<file path="src/rtl/mtimer.sv">
// rtl/mtimer.sv - memory-mapped 64-bit machine timer with prescaler, compare and interrupt
module mtimer #(
    parameter logic [31:0] BASE_ADDR = 32'h0000_2000,
    parameter int          PRESC_W   = 16
) (
    input  logic        clk,
    input  logic        rst,
    input  logic        rd_en,
    input  logic        wr_en,
    input  logic [31:0] addr,
    input  logic [31:0] wdata,
    input  logic [2:0]  mem_mode,
    output logic        hit,
    output logic [31:0] rdata,
    output logic        timer_irq
);

    localparam logic [2:0] OFF_MTIME_LO = 3'd0;
    localparam logic [2:0] OFF_MTIME_HI = 3'd1;
    localparam logic [2:0] OFF_CMP_LO   = 3'd2;
    localparam logic [2:0] OFF_CMP_HI   = 3'd3;
    localparam logic [2:0] OFF_CTRL     = 3'd4;
    localparam logic [2:0] OFF_PRESC    = 3'd5;
    localparam logic [2:0] OFF_STATUS   = 3'd6;

    logic [63:0]        mtime;
    logic [63:0]        mtimecmp;
    logic [31:0]        shadow;
    logic               en;
    logic               ie;
    logic               berr;
    logic [PRESC_W-1:0] presc;
    logic [PRESC_W-1:0] pcnt;

    logic        legal;
    logic        illegal;
    logic        wr;
    logic        rd;
    logic [2:0]  off;
    logic        pend;
    logic        tick;
    logic [31:0] presc_ext;
    logic [31:0] reg_val;

    assign hit     = (addr[31:5] == BASE_ADDR[31:5]);
    assign legal   = hit && (mem_mode == 3'b010) && (addr[1:0] == 2'b00);
    assign illegal = hit && (rd_en || wr_en) && !legal;
    assign wr      = wr_en && legal;
    assign rd      = rd_en && legal;
    assign off     = addr[4:2];
    assign pend    = (mtime >= mtimecmp);
    assign tick    = en && (pcnt == presc);

    always_comb begin
        presc_ext = '0;
        presc_ext[PRESC_W-1:0] = presc;
    end

    // MTIME_HI reads the shadow so a LO-then-HI pair sees one consistent value
    always_comb begin
        reg_val = '0;
        case (off)
            OFF_MTIME_LO: reg_val = mtime[31:0];
            OFF_MTIME_HI: reg_val = shadow;
            OFF_CMP_LO:   reg_val = mtimecmp[31:0];
            OFF_CMP_HI:   reg_val = mtimecmp[63:32];
            OFF_CTRL:     reg_val = {30'd0, ie, en};
            OFF_PRESC:    reg_val = presc_ext;
            OFF_STATUS:   reg_val = {30'd0, berr, pend};
            default:      reg_val = '0;
        endcase
    end

    assign rdata = rd ? reg_val : 32'd0;

    always_ff @(posedge clk or posedge rst) begin
        if (rst) begin
            mtime     <= '0;
            mtimecmp  <= '1;
            shadow    <= '0;
            en        <= 1'b0;
            ie        <= 1'b0;
            berr      <= 1'b0;
            presc     <= '0;
            pcnt      <= '0;
            timer_irq <= 1'b0;
        end else begin
            timer_irq <= ie && pend;

            if (illegal)
                berr <= 1'b1;
            else if (wr && off == OFF_STATUS && wdata[1])
                berr <= 1'b0;

            if (rd && off == OFF_MTIME_LO)
                shadow <= mtime[63:32];

            if (wr && (off == OFF_CTRL || off == OFF_PRESC))
                pcnt <= '0;
            else if (!en || tick)
                pcnt <= '0;
            else
                pcnt <= pcnt + PRESC_W'(1);

            // A software write to either mtime word wins over a coincident tick
            if (wr && off == OFF_MTIME_LO) begin
                mtime[31:0] <= wdata;
            end else if (wr && off == OFF_MTIME_HI) begin
                mtime[63:32] <= wdata;
                shadow       <= wdata;
            end else if (tick) begin
                mtime <= mtime + 64'd1;
            end

            if (wr && off == OFF_CMP_LO)
                mtimecmp[31:0] <= wdata;
            if (wr && off == OFF_CMP_HI)
                mtimecmp[63:32] <= wdata;

            if (wr && off == OFF_CTRL) begin
                en <= wdata[0];
                ie <= wdata[1];
            end

            if (wr && off == OFF_PRESC)
                presc <= wdata[PRESC_W-1:0];
        end
    end

endmodule

</file>
<file path="config.mk">
export PLATFORM = sky130hd
export DESIGN_NAME = mtimer
export DESIGN_NICKNAME = d
export VERILOG_FILES = /design/src/rtl/mtimer.sv
export SDC_FILE = /design/constraint.sdc
export NUM_CORES = 1
export LEC_CHECK = 0
export BUFFER_PORTS_ARGS = -buffer_cell sky130_fd_sc_hd__buf_2
export CORE_UTILIZATION = 61
export CTS_CLUSTER_DIAMETER = 40
export DETAILED_ROUTE_END_ITERATION = 6
export PLACE_DENSITY = 0.84
export SYNTH_ARGS = -nofsm -noshare
export SYNTH_HDL_FRONTEND = slang
export SYNTH_SLANG_ARGS = --single-unit
</file>
<file path="constraint.sdc">
create_clock -name clk -period 7.4 [get_ports clk]
set_clock_uncertainty 0.2 [all_clocks]
set_input_delay 1.11 -clock clk [delete_from_list [all_inputs] [get_ports clk]]
set_output_delay 1.11 -clock clk [all_outputs]
set_load 0.005 [all_outputs]
</file>
==> run metrics <==
final worst-path cycle share=0.694; P&R area growth vs syn=10.5%; Finished Core Util=0.695; CP required=6.09 ns; routability cong.=between 0.8 and 0.9; WP data arrival=3.83 ns; DR DRC count=0; setup TNS=0 ns; Longest Clk Path Bufs=2; slew of the pin with the lowest slew margin=~1.3 ns; GR Util All Layers=0.367; status=finished, final reports clean; Post CTS Setup Buffer Count=0; commonest register cell after synthesis=dfrtp_1; post-detail-place hpwl=25,100 µm; # rows=between 50 and 60; first-pass GRT wire length=58,400 µm; max_cap viols=0; largest area contributor in the netlist=dfrtp_1; Clock H-tree levels=4; Post-synth top cells=nand2_1, dfrtp_1, nor2_1; Hold Crit Class=register to register; Seq cells post-synth=between 150 and 200; Initial Util=0.629; Setup crit start kind=primary input; Slew Limit Fails=0; Worst path slowest cell=nand4_1; first-pass detailed-route iteration total=6; Post-Syn Area=about 12,000 µm²; worst IR drop on VDD=roughly 0.14 mV; most frequent cell after synthesis=nand2_1; fin crit period=5.14 ns; largest stage delay on the critical path=approximately 0.6 ns; max frequency=slightly below 200 MHz; # hold bufs at CTS=0; Post-synth EDFFs=0; initial antenna violation count=0; num ports=105; Area after DPL=approximately 13,000 µm²; syn_nets=1,515; Warnings, synthesis=0; layout net count=~1,600; die area=around 21,000 µm²; layout cells sized above 1=0.230; number of global-route vias before repair=11,200; CTS buffer count=17; die height=about 140 µm; grt ovf=0; largest net degree at the start of global routing=121; Total Routed Length=between 30,000 and 40,000 µm; DR vias/cell=6.73; pwr dens=156 nW/µm²; Die Wd=approximately 140 µm; Worst Setup End Kind=output pin; routed vias=around 12,000; asr flop ratio synth=1.00; Seq/Total Area, Yosys=0.402; Clock Pin Slew Worst Setup and Hold Paths=0.08 ns; Syn Area/Cell=9.01 µm²; number of inserted diodes=0; core area=a little under 20,000 µm²; max_slew headroom=0.160; Gate Count Post-Synth=1,378; CP most frequent cell=buf_2; Yosys top cell area share=0.266; initial drt markers=1,410; largest cells by area after synthesis=dfrtp_1, dfstp_2, mux2_2; post-CTS resize count=0; CP Class=primary input to output pin; leakage=around 5.7 nW; DR WL/cell=between 20 and 25 µm; Hold Worst Slack=between 0.3 and 0.4 ns; final hold viol count=0; CTS tree=built; RSZ-0062 raised after global routing=no; Sink Count=between 150 and 200; Yosys cell types=70; Setup Viol. Count Final=0; final instance area=roughly 14,000 µm²; critical path peak fanout=16; critical-path cell list=buf_2, nor4b_1, and4_1, nand2_1, inv_2, nand4_1, buf_4, or2_2, nor2b_1, buf_2; root buffer cell=clkbuf_16; Clock Latency Late Sink=around 0.44 ns; Post-DRT Antenna Nets=0; number of I/O port buffers=~100
cell families (layout without fill, tap and decap cells):
family / count (synthesis) / after routing / synth area share
AOI/OAI and AO/OA: 363 / 363 / 0.188
xor gates and xnor gates: 32 / 32 / 0.0226
adders and majority gates: 66 / 66 / 0.0665
buffers and inverters: 160 / 234 / 0.0497
DFF: 196 / 196 / 0.402
muxes: 92 / 92 / 0.0896
and+or+nand+nor: 469 / 469 / 0.182
per-layer routing:
metal | track usage | vias up | part of all wire | wire [µm]
met4 | 0.192 | 0 | 0.044 | 1600
li1 | - | 5152 | - | -
met2 | 0.574 | 750 | 0.46 | 16900
met1 | 0.467 | 5515 | 0.38 | 14000
met5 | 0 | - | 0 | 0
met3 | 0.0947 | 134 | 0.11 | 4000
power breakdown:
part           leakage (nW)  internal (W)     switching (W)
logic                  3.03     0.0000265         0.0000703
clock network         0.288      0.000518          0.000450
registers              2.37       0.00107  0.00000000000320
total                  5.68       0.00162          0.000520
cell usage in the layout (no fill, tap or decap), drive strengths merged, types with 20 or more instances in the layout:
cell type and instances:
a22oi 41, dfstp 64, nor2 127, mux2 83, o22ai 22, buf 123
dfrtp 132, o21ai 59, nand2 160, nand4 28, a31oi 42, o22a 20
xnor2 23, nand3 47, ha 66, a21oi 108, inv 85
metrics by stage:
step	total power, W	instances	setup WS, ns
floorplan	0.00114	1378	0.855
global placement	0.00119	1685	2.42
detailed placement	0.00119	1685	2.34
CTS	0.00214	1717	2.36
global route	0.00219	1717	2.08
finish	0.00214	1717	2.26
flip-flops by register name, indices dropped and copies added (netlist names):
signal,flops
mtime,64
mtimecmp,64
shadow,32
pcnt,16
presc,16
berr,1
en,1
ie,1
timer_irq,1
critical path: cells and delay by family:
kind | cells | cell delay, ns
buffers and inverters | 4 | 0.80
and+or+nand+nor | 6 | 1.90
layout make-up:
type / count / area, µm²
fillers: 1488 / 6010
repair buffers: 123 / 663
inverters: 79 / 304
multi-input cells: 1022 / 6820
flip-flops and latches: 196 / 4980
clock inverters: 14 / 166
clock buffers: 18 / 439
well taps: 265 / 332
path summary, 6_finish.rpt:
kind,start,to,slack (ns),cells past startpoint
min in group asynchronous,rst,presc[0],0.59,2
min,pcnt[0],pcnt[0],0.34,1
max in group asynchronous,rst,shadow[23],4.93,3
min reg2reg,pcnt[0],pcnt[0],0.34,1
max,addr[14],rdata[21],2.26,10
max reg2reg,presc[11],mtime[1],3.66,8
Power figures use the tool's default switching activity.
